File: src/rtl/mux_case.sv
// 4:1 mux with a combinational output plus an enabled, registered copy that
// reports value changes as a one-cycle pulse and a saturating toggle count.
module mux_case #(
    parameter int CNT_W = 8
) (
    input  logic             clk,
    input  logic             rst_n,
    input  logic [3:0]       A,
    input  logic [1:0]       SEL,
    input  logic             EN,
    output logic             O,
    output logic             O_Q,
    output logic [1:0]       SEL_Q,
    output logic             CHG,
    output logic [CNT_W-1:0] TOG_CNT
);

    localparam logic [CNT_W-1:0] CNT_ONE = {{(CNT_W-1){1'b0}}, 1'b1};
    localparam logic [CNT_W-1:0] CNT_MAX = {CNT_W{1'b1}};

    // Default arm drives 0 for an unknown select instead of propagating X.
    always_comb begin
        O = 1'b0;
        case (SEL)
            2'd0:    O = A[0];
            2'd1:    O = A[1];
            2'd2:    O = A[2];
            2'd3:    O = A[3];
            default: O = 1'b0;
        endcase
    end

    // Change detection compares the value being captured against the held
    // O_Q, so CHG and TOG_CNT update on the same edge as O_Q.
    always_ff @(posedge clk or negedge rst_n) begin
        if (!rst_n) begin
            O_Q     <= 1'b0;
            SEL_Q   <= 2'd0;
            CHG     <= 1'b0;
            TOG_CNT <= '0;
        end else begin
            CHG <= 1'b0;
            if (EN) begin
                O_Q   <= O;
                SEL_Q <= SEL;
                if (O != O_Q) begin
                    CHG <= 1'b1;
                    if (TOG_CNT != CNT_MAX)
                        TOG_CNT <= TOG_CNT + CNT_ONE;
                end
            end
        end
    end

endmodule

File: config.mk
export PLATFORM = sky130hd
export DESIGN_NAME = mux_case
export DESIGN_NICKNAME = d
export VERILOG_FILES = /design/src/rtl/mux_case.sv
export SDC_FILE = /design/constraint.sdc
export NUM_CORES = 1
export LEC_CHECK = 0
export BUFFER_PORTS_ARGS = -buffer_cell sky130_fd_sc_hd__buf_4
export CAP_MARGIN = 20
export CORE_MARGIN = 2
export CORE_UTILIZATION = 30
export CTS_CLUSTER_DIAMETER = 60
export DETAILED_ROUTE_END_ITERATION = 16
export GPL_ROUTABILITY_DRIVEN = 0
export PLACE_DENSITY_LB_ADDON = 0.1
export SYNTH_ARGS = -nofsm -noshare
export SYNTH_HDL_FRONTEND = slang
export SYNTH_SLANG_ARGS = --single-unit
File: constraint.sdc
create_clock -name clk -period 1.6 [get_ports clk]
set_clock_uncertainty 0.2 [all_clocks]
set_input_delay 0.32 -clock clk [delete_from_list [all_inputs] [get_ports clk]]
set_output_delay 0.32 -clock clk [all_outputs]
set_load 0.005 [all_outputs]
# [Word level (Yosys, flattened, before mapping)]
# Index checks and enable logic that the tools add are counted.
[classes] n_addsub=1 mul=0 n_div=0 order_cmp=0 n_eq_ne=5 shifts=0 muxes=3 bitwise_logic=0 n_reduce_logical=2
[ops] cell="$add A8 B1 Y8 const B" n=1
[ops] cell="$ne A8 B8 Y1 const B" n=1
[ops] cell="$eq A2 B2 Y1 const B" n=2
[ops] cell="$pmux W1 S4" n=1
[ops] cell="$reduce_and A3 Y1" n=1
[ops] cell="$eq A2 B1 Y1 const B" n=1
[ops] cell="$logic_not A2 Y1" n=1
[ops] cell="$mux W1" n=2
[ops] cell="$ne A1 B1 Y1" n=1
[word_totals] register_bits=12 latch_bits=0 ram_bits=0 romBits=0 out_inout_bits=13 mem_count=0

# [Logic depth before layout (Yosys ltp)]
# Gate-level depths: netlist of the first run.
[depth] ltp_word=5 mapped_depth=5

# [Worst setup path after synthesis of the first run]
# No wires, ideal clock.
[synth_path] kind="reg2reg" start="register TOG_CNT[3]" end="register TOG_CNT[1]" arrival_ps=1303 t_required_ps=1275 path_slack_ps=-28 path_stages_with_launch=6 synth_period_minus_slack_ps=1628 path_cell_list="dfrtp_1 > nand3_1 > nor2_1 > nand4_1 > nand2_4 > mux2_4"
[synth_between] elab_chain_len=2
[synth_rtl] element="start, declared" line="15" text="output logic [CNT_W-1:0] TOG_CNT"
[synth_rtl] element="start signal, assigned" line="49" text="TOG_CNT <= TOG_CNT + CNT_ONE;"
[synth_rtl] element="$ne A8 B8 Y1" line="48" text="if (TOG_CNT != CNT_MAX)"
[synth_rtl] element="$reduce_and A3 Y1 (no line)"
# No other way between the ends.
# A chain may end at the register's enable or synchronous reset.

# [Worst setup path in the final report of the first run]
[layout_path] start="register O_Q" end="register TOG_CNT[1]"
[layout_between] elab_chain_len=2
[layout_rtl] element="start, declared" line="12" text="output logic O_Q,"
[layout_rtl] element="start signal, assigned" line="37" text="O_Q <= 1'b0;"
[layout_rtl] element="start signal, assigned" line="44" text="O_Q <= O;"
[layout_rtl] element="$ne A1 B1 Y1" line="46" text="if (O != O_Q) begin"
[layout_rtl] element="$reduce_and A3 Y1 (no line)"
# No other way between the ends.

==> results of run 1 <==
repair_timing:
item	4_1_cts	5_1_grt
hold buffers	1	0
gates resized for setup	2	5
pin swaps	1	3
buffers inserted	2	1
endpoints found under the setup margin	3	6
endpoints found under the hold margin	12	0
through the flow:
step           hold slack, ns  setup TNS (ns)  power, µW  util [%]
2_1_floorplan          -0.176         -0.0146        661         -
3_3_place_gp          -0.0288          -0.914        983      50.7
3_5_place_dp          -0.0300           -1.06        984      50.7
4_1_cts                0.0723               0       1230      54.4
5_1_grt                 0.105          -0.173       1350      56.4
6_report               0.0794        -0.00487       1250      56.4
worst reg2reg max path, stage by stage (launching register included):
cell and delay, ns:
dfrtp_2 0.45, xor2_1 0.17, o22ai_4 0.30, nand2_4 0.09
mux2_4 0.29
cells in the mapped netlist:
| cell type | n |
|---|---|
| dfrtp_1 | 12 |
| xnor2_1 | 6 |
| nand3_1 | 5 |
| and3_1 | 3 |
| mux2i_1 | 3 |
| nor2_1 | 3 |
| inv_1 | 2 |
| mux2_2 | 2 |
| nand2_1 | 2 |
| nand4_1 | 2 |
| xor2_1 | 2 |
| a21oi_1 | 1 |
| a31oi_1 | 1 |
| ha_1 | 1 |
| mux2_4 | 1 |
| nand2_4 | 1 |
| nand2b_1 | 1 |
| o21ai_0 | 1 |
| o22ai_4 | 1 |
final timing paths:
kind | depth (start not counted) | slack (ns) | end
min | 2 | 0.08 | SEL_Q[1]
min in group asynchronous | 2 | 0.22 | SEL_Q[1]
max | 4 | -0.005 | TOG_CNT[1]
min reg2reg | 1 | 0.32 | SEL_Q[0]
max reg2reg | 4 | -0.005 | TOG_CNT[1]
max in group asynchronous | 2 | 0.80 | O_Q
layout make-up:
| type | instances | share of cell area, % |
|---|---|---|
| multi-input cells | 36 | 33.1 |
| flip-flops and latches | 12 | 30.0 |
| repair buffers | 39 | 29.4 |
| clock buffers | 4 | 3.61 |
| well taps | 25 | 3.11 |
| inverters | 2 | 0.747 |
power by group:
part | internal [µW] | switching (µW)
logic | 354 | 222
registers | 385 | 56.3
clock network | 138 | 96.9
cell usage in the layout, fill, tap and decap left out, types with 2 or more instances in the layout:
cell and count:
nor2_1 2, xnor2_1 5, nand3_2 4, buf_4 38
dfrtp_1 11, inv_1 2, nand2_1 2, nand4_1 2
mux2_2 2, clkbuf_4 3, and3_1 3
state kept, by name, summed over array words and instances, names as in the netlist:
name	flops
O_Q	1
TOG_CNT	8
CHG	1
SEL_Q	2
per-layer routing:
layer  up-vias  track usage (%)  routed length (µm)
li1        261                -                   -
met1       241             17.1                 618
met2        13             21.8                 622
met3         0             6.67                  74
met4         0             1.62                   0
met5         -                0                   0
cell families (layout without fill, tap and decap cells):
| family | after synthesis | after routing | synth area share (%) |
|---|---|---|---|
| buf+inv | 2 | 45 | 1.28 |
| fa+ha+maj | 1 | 1 | 2.13 |
| mux | 6 | 6 | 11.5 |
| flops | 12 | 12 | 51.2 |
| simple gates | 17 | 17 | 15.8 |
| compound gates | 4 | 4 | 6.18 |
| xor+xnor | 8 | 8 | 11.9 |
==> metrics.txt, run 1 <==
worst-case setup slack after placement=-0.205 ns; Area Overhead vs Synth=71.2%; Max rail drop VDD=0.949 mV; part of the Yosys area used for sequential elements=between 50% and 60%; run status=finished, violations left; Critical Path Fanout Max=7; multi-input logic area=about 330 µm²; TritonCTS clock tree=built; worst setup path category=flop to flop; final count of negative-setup-slack endpoints=1; TritonCTS Sinks=12; Worst setup SP type=flop; total length of routed wires=1320 µm; ANT cells=0; iteration count of the initial detailed-routing pass=3; net total in the final layout=between 100 and 150; Post-Synthesis Mean Instance Area=11.7 µm²; via density per instance=4.36; WL per Instance=about 11 µm; crit end category=flop; FF+latch count, synth=12; Worst setup startpoint=O_Q; Max Freq=~620 MHz; core outline area=about 1800 µm²; Register Area=302 µm²; unrepaired setup endpoints after global routing=yes; buffer and inverter count on the worst path=0; clock-pin transition on the worst setup and hold timing paths=0.08 ns; die extent in x=between 40 and 50 µm; Initial DRC Count=7; final critical-path share of the clock period=100%; Setup WS post-layout=-0.00487 ns; net count after synthesis=60; layout cells sized above 1=around three fifths; initial core utilization=roughly a third; total I/O pin count=22; wire length of the first global-routing pass=2100 µm; post-synthesis cell area=~590 µm²; Hold Vio Cnt, Final=0; buffer levels on the longest clock path=2; worst relative slew slack=between 70% and 80%; CTS root buffer=clkbuf_4; count of buffers from port buffering=21; slowest cell on the critical path=dfrtp_2; H-tree depth reported by CTS=1; violated checks=setup timing; total die area=~2300 µm²; launch instance of the worst register-to-register path=O_Q; initial antenna violation count=0; remaining global-route overflow=0; dominant delay contributor by cell family on the critical path=flip-flops; delay of the slowest critical-path stage=between 0.4 and 0.5 ns; TritonCTS buffer count=3; reported leakage power=around 0.00048 µW; launch instance of the worst min-delay path=EN; maximum number of pins on one net before global-route repair=13; Power per Cell Area=between 1000 and 1500 nW/µm²; final-report max-slew violation count=0; floorplan die height=slightly below 50 µm; portion of synthesized cell area occupied by the leading cell type=between 50 and 60%; Critical Path, Cell by Cell=xor2_1, o22ai_4, nand2_4, mux2_4; endpoint required time on the critical path=1.55 ns; via count=slightly above 500; Period minus WS final=approximately 1.6 ns; Syn. warnings=0; final antenna-violating net count=0; final design area excluding fillers=~1000 µm²; max-cap viol count=0; fill cell instance count of the final layout=172; instance area after placement=about 900 µm²; clock latency on the worst-skew pair=about 0.27 ns; most area-consuming cells after synthesis=dfrtp_1, xnor2_1, mux2i_1, nand3_1, mux2_2; number of global-route vias before repair=510; actual transition at the worst max-transition pin=approximately 0.33 ns; number of unique standard cell types used by synthesis=19; HPWL Detailed=980 µm; data arrival time of the critical path=1.56 ns; dpl cells=110; cell row count=15; DRC violations left=0; number of standard cells in the layout, taps in and fillers out=118; Hold WC Path Type=input pin to flop; overall track demand over capacity in global routing=between 10% and 20%; cell type with the highest aggregate area in the netlist=dfrtp_1; number of cells produced by synthesis=50
Note: power is estimated with default switching activity, not from simulation.
==> run 2, diff against run 1 <==
Clock period 1.6 ns to 1.9 ns, I/O delays scaled along.
==> run 2 against run 1 <==
Compared with the run above: the run now ends clean; power down 27%; non-clock buffer count down 14; final area fell by 16%; setup slack improved by 0.29 ns; via count shrank 12%; hold slack improved by 0.056 ns; die area unchanged; clock power fell by 16%; sequential power down 12%; critical path type is now input pin to output port.
==> metrics.txt, run 2 (same netlist as run 1, synthesis figures left out) <==
final count of negative-setup-slack endpoints=0 (was 1); commonest cells after routing, fill and taps aside=buf_4, dfrtp_1, xnor2_1 (unchanged); Worst setup SP type=input pin (was flop); dominant delay contributor by cell family on the critical path=multiplexers (was flip-flops); buffer and inverter count on the worst path=2 (was 0); Area Overhead vs Synth=43.9% (was 71.2%); wire length the detailed router placed on met1=541 µm (was 618 µm); Power per Cell Area=1090 nW/µm² (was 1250 nW/µm²); crit end category=output port (was flop); wire length of the first global-routing pass=1820 µm (was 2100 µm); final antenna-violating net count=0 (unchanged); number of resized instances in the post-cts repair step=0 (was 2); initial core utilization=32.9% (unchanged); Hold WC Path Type=input pin to flop (unchanged); met3 routed wirelength=102 µm (was 74 µm); Worst setup startpoint=SEL[0] (was O_Q); core utilization of the finished layout=47.4% (was 56.4%); run status=finished clean (was finished, violations left); register name with the most flops=TOG_CNT (unchanged); DRC violations left=0 (unchanged); clock-pin transition on the worst setup and hold timing paths=0.08 ns (about the same); WL per Instance=11.1 µm (about the same); initial antenna violation count=0 (unchanged); total length of routed wires=1160 µm (was 1320 µm); TritonCTS clock tree=built (unchanged); slowest cell on the critical path=mux2i_1 (was dfrtp_2); TritonCTS Sinks=12 (unchanged); clock latency on the worst-skew pair=0.27 ns (about the same); net total in the final layout=90 (was 104); final critical-path share of the clock period=85.2%; total die area=2330 µm² (unchanged); H-tree depth reported by CTS=1 (unchanged); total I/O pin count=22 (unchanged); floorplan die height=48.2 µm (unchanged); delay of the slowest critical-path stage=0.26 ns (was 0.45 ns); HPWL Detailed=912 µm (was 980 µm); Setup TNS=0 ns (was -0.00487 ns); data arrival time of the critical path=1.04 ns (was 1.56 ns); worst relative slew slack=83.9% (was 78.3%); registers with the most flip-flops=TOG_CNT (8), SEL_Q (2) (unchanged); number of buffers inserted by hold repair at cts=1 (unchanged); via count=453 (was 515); TritonCTS buffer count=3 (unchanged); count of buffers from port buffering=21 (unchanged); overall track demand over capacity in global routing=12.0% (was 13.6%); buffer levels on the longest clock path=2 (unchanged); # Post-CTS Setup Buffers=0 (was 2); maximum number of pins on one net before global-route repair=13 (unchanged); Period minus WS final=between 1.5 and 2 ns; CTS root buffer=clkbuf_4 (unchanged); Initial DRC Count=9 (was 7); number of global-route vias before repair=433 (was 510); Max rail drop VDD=0.513 mV (was 0.949 mV); launch instance of the worst register-to-register path=O_Q (unchanged); via density per instance=4.36 (about the same); die extent in x=48.2 µm (unchanged); actual transition at the worst max-transition pin=0.235 ns (was 0.326 ns); worst setup path category=input pin to output port (was flop to flop); endpoint required time on the critical path=1.32 ns (was 1.55 ns); final-report max-slew violation count=0 (unchanged); Critical Path Fanout Max=3 (was 7); ANT cells=0 (unchanged); unrepaired setup endpoints after global routing=no (was yes); max-cap viol count=0 (unchanged); routed length on met2=515 µm (was 622 µm); Max Freq=between 600 and 700 MHz; commonest non-fill, non-tap cell in the layout=buf_4 (unchanged); reported leakage power=0.000404 µW (was 0.000478 µW); layout cells sized above 1=41.8% (was 61.3%); core outline area=1780 µm² (unchanged); DR top layer=met3 (unchanged); iteration count of the initial detailed-routing pass=2 (was 3); flip-flop count of the largest register, all copies and words added=8 (unchanged); launch instance of the worst min-delay path=EN (unchanged); remaining global-route overflow=0 (unchanged); Hold Vio Cnt, Final=0 (unchanged); cell row count=15 (unchanged); Critical Path, Cell by Cell=buf_4, mux2i_1, mux2i_1, buf_4 (was xor2_1, o22ai_4, nand2_4, mux2_4)
-- run 2: changes by cell type in the layout (fill, tap and decap cells not counted), sizes merged --
cell,before,now
buf,38,24
-- run 2: area by class of cell --
cell class / instances / area [µm²]
fillers: 171 / 938
multi-input cells: 36 / 279
flip-flops and latches: 12 / 300
inverters: 2 / 7.51
repair buffers: 25 / 190
clock buffers: 4 / 36.3
well taps: 25 / 31.3
-- run 2: where the power goes --
part           internal [µW]  switching, µW  total, µW
registers                324           67.9        391
logic                    205            124        329
clock network            116           81.2        197
-- run 2: through the flow --
step | area, µm² | cells | total power (µW) | hold WS, ns | setup slack [ns]
floorplan | 587 | 50 | 549 | -0.116 | 0.218
global placement | 798 | 99 | 734 | 0.0311 | 0.0518
detailed placement | 798 | 99 | 728 | 0.0310 | 0.0343
CTS | 845 | 104 | 937 | 0.129 | 0.285
global route | 845 | 104 | 1000 | 0.145 | 0.179
finish | 845 | 104 | 917 | 0.135 | 0.280
-- run 2: path summary, 6_finish.rpt --
kind,endpoint,slack (ns),cells past startpoint
worst max-delay path,O,0.28,4
worst min-delay path,SEL_Q[1],0.14,2
worst max register to register,TOG_CNT[1],0.30,4
worst min register to register,TOG_CNT[5],0.30,1
max in group asynchronous,TOG_CNT[1],1.06,2
min in group asynchronous,SEL_Q[1],0.28,2
-- run 2: worst register-to-register path, stage by stage, from the launching register on --
cell and delay [ns]:
dfrtp_1 0.43, xor2_1 0.20, o22ai_4 0.27, nand2_4 0.09, mux2_4 0.30
-- run 2: layer usage --
metal  vias to the layer above  global-route usage (%)
met3                         0                    4.81
met5                         -                       0
met1                       203                    15.0
met2                        18                    17.6
li1                        232                       -
met4                         0                    6.49
==> run 3, diff against run 2 <==
--- a/config.mk
+++ b/config.mk
@@ -9,3 +9,3 @@
 export CAP_MARGIN = 20
-export CORE_MARGIN = 2
+export CORE_MARGIN = 4
 export CORE_UTILIZATION = 30
@@ -14,2 +14,3 @@
 export GPL_ROUTABILITY_DRIVEN = 0
+export HOLD_SLACK_MARGIN = 0.1
 export PLACE_DENSITY_LB_ADDON = 0.1
==> constraint.sdc (replaced) <==
create_clock -name clk -period 1.9 [get_ports clk]
set_clock_uncertainty 0.2 [all_clocks]
set_input_delay 0.285 -clock clk [delete_from_list [all_inputs] [get_ports clk]]
set_output_delay 0.285 -clock clk [all_outputs]
set_load 0.005 [all_outputs]
==> run 3 against run 2 <==
Compared with the run above: count of clock-buffer cells in the layout did not move; setup slack worse by 0.19 ns; combinational power fell by 8.2%; sequential share of layout area down 0.21 points; utilization up 0.28 points; fmax decreased by 11%; first-iteration DRC count is 56% lower; critical path depth up 2; final area increased by 0.59%; flip-flop and latch count stayed put; non-clock buffer count unchanged; die area is 17% higher; critical endpoint is now TOG_CNT[1]; largest power group unchanged.
==> metrics.txt, run 3 (same netlist as run 1, synthesis figures left out) <==
slowest cell on the critical path=dlygate4sd3_1 (was mux2i_1); endpoint of the worst setup timing path=TOG_CNT[1] (was O); final critical-path share of the clock period=95.3% (was 85.2%); dpl cells=97 (was 99); remaining global-route overflow=0 (unchanged); flip-flop count of the largest register, all copies and words added=8 (unchanged); DRC violations left=0 (unchanged); delay of the slowest critical-path stage=0.53 ns (was 0.26 ns); data arrival time of the critical path=1.76 ns (was 1.04 ns); initial antenna violation count=0 (unchanged); commonest cells after routing, fill and taps aside=buf_4, dfrtp_1, xnor2_1 (unchanged); ANT cells=0 (unchanged); crit end category=flop (was output port); floorplan die height=52.2 µm (was 48.2 µm); net total in the final layout=90 (unchanged); HPWL Detailed=954 µm (was 912 µm); register name with the most flops=TOG_CNT (unchanged); final worst hold slack=0.134 ns (was 0.135 ns); die extent in x=52.2 µm (was 48.2 µm); core outline area=1780 µm² (unchanged); WL per Instance=11.8 µm (was 11.1 µm); clock latency on the worst-skew pair=0.27 ns (about the same); maximum number of pins on one net before global-route repair=13 (unchanged); initial core utilization=32.9% (unchanged); Critical Path, Cell by Cell=dlygate4sd3_1, buf_4, nand2b_1, o22ai_4, nand2_4, mux2_4 (was buf_4, mux2i_1, mux2i_1, buf_4); buffer levels on the longest clock path=2 (unchanged); Hold WC Path Type=input pin to flop (unchanged); via count=472 (was 453); number of resized instances in the post-cts repair step=0 (unchanged); total power draw=901 µW (was 917 µW); count of buffers from port buffering=21 (unchanged); Register-to-Register Setup Slack=0.27 ns (was 0.30 ns); wire length of the first global-routing pass=2150 µm (was 1820 µm); TritonCTS clock tree=built (unchanged); Critical Path Fanout Max=9 (was 3); launch instance of the worst register-to-register path=O_Q (unchanged); Initial DRC Count=4 (was 9); worst setup path category=input pin to flop (was input pin to output port); core utilization of the finished layout=47.6% (was 47.4%); unrepaired setup endpoints after global routing=no (unchanged); # Post-CTS Setup Buffers=0 (unchanged); overall track demand over capacity in global routing=10.6% (was 12.0%); Setup TNS=0 ns (unchanged); reported leakage power=0.000402 µW (was 0.000404 µW); registers with the most flip-flops=TOG_CNT (8), SEL_Q (2) (unchanged); run status=finished clean (unchanged); actual transition at the worst max-transition pin=0.327 ns (was 0.235 ns); commonest non-fill, non-tap cell in the layout=buf_4 (unchanged); final count of negative-setup-slack endpoints=0 (unchanged); Worst R2R Path Depth=4 (unchanged); iteration count of the initial detailed-routing pass=4 (was 2); via density per instance=4.54 (was 4.36); total length of routed wires=1230 µm (was 1160 µm); layout cells sized above 1=39.2% (was 41.8%); total die area=2730 µm² (was 2330 µm²); worst flop-to-flop path endpoint=TOG_CNT[1] (unchanged); final antenna-violating net count=0 (unchanged); clock-pin transition on the worst setup and hold timing paths=0.08 ns (about the same); final-report max-slew violation count=0 (unchanged); total I/O pin count=22 (unchanged); Period minus WS final=1.81 ns (was 1.62 ns); Worst setup startpoint=EN (was SEL[0]); endpoint required time on the critical path=1.85 ns (was 1.32 ns); max-cap viol count=0 (unchanged); worst relative slew slack=78.2% (was 83.9%); H-tree depth reported by CTS=1 (unchanged); Power per Cell Area=1060 nW/µm² (was 1090 nW/µm²); number of global-route vias before repair=500 (was 433); fill cell instance count of the final layout=180 (was 171); TritonCTS Sinks=12 (unchanged); CTS root buffer=clkbuf_4 (unchanged); Hold Vio Cnt, Final=0 (unchanged); cell row count=15 (unchanged); number of standard cells in the layout, taps in and fillers out=104 (unchanged); TritonCTS buffer count=3 (unchanged); Max rail drop VDD=0.576 mV (was 0.513 mV); Area Overhead vs Synth=44.8% (was 43.9%); Worst setup SP type=input pin (unchanged); Max Freq=552 MHz (was 617 MHz)
-- run 3: worst max-delay path, delay by kind of cell --
family | cells | cell delay, ns
multiplexers | 1 | 0.30
AND/OR/NAND/NOR | 2 | 0.19
AO/OA/AOI/OAI | 1 | 0.32
buffers and inverters | 2 | 0.66
-- run 3: power breakdown --
| part | leakage (µW) | switching (µW) | internal [µW] |
|---|---|---|---|
| clock | 0.0000210 | 79.7 | 116 |
| combinational | 0.000230 | 111 | 191 |
| sequential | 0.000151 | 79.6 | 324 |
| total | 0.000402 | 271 | 631 |
-- run 3: what timing repair did --
| action | 4_1_cts | 5_1_grt |
|---|---|---|
| endpoints found under the hold margin | 14 | 0 |
| endpoints found under the setup margin | 0 | 0 |
| hold buffers | 3 | 0 |
-- run 3: area by class of cell --
type                       instances  area (µm²)  area share (%)
clock buffer                       4        36.3            4.27
inverter                           2        7.51           0.884
multi-input combinational         36         279            32.8
sequential                        12         300            35.3
tap                               25        31.3            3.68
timing repair buffer              25         195            23.0
-- run 3: through the flow --
| stage | area (µm²) | setup slack (ns) |
|---|---|---|
| 2_1_floorplan | 587 | 0.272 |
| 3_3_place_gp | 783 | 0.125 |
| 3_5_place_dp | 783 | 0.0902 |
| 4_1_cts | 850 | 0.0941 |
| 5_1_grt | 850 | 0.0496 |
| 6_report | 850 | 0.0892 |
-- run 3: how the worst min path moves through the flow --
stage            from         end  slack (ns)  cells after the start
6_report       SEL[1]    SEL_Q[1]        0.13                      3
5_1_grt        SEL[1]    SEL_Q[1]        0.14                      3
4_1_cts        SEL[1]    SEL_Q[1]        0.12                      3
2_1_floorplan   rst_n         CHG       -0.21                      0
3_3_place_gp    rst_n         CHG       -0.06                      1
3_5_place_dp    rst_n  TOG_CNT[6]       -0.07                      1
-- run 3: metal layers --
layer,GRT usage (%),vias to the layer above,share of wire (%)
li1,-,231,-
met1,13.6,218,45
met2,16.7,23,44
met3,2.56,0,10
met4,5.11,0,0
met5,0,-,0
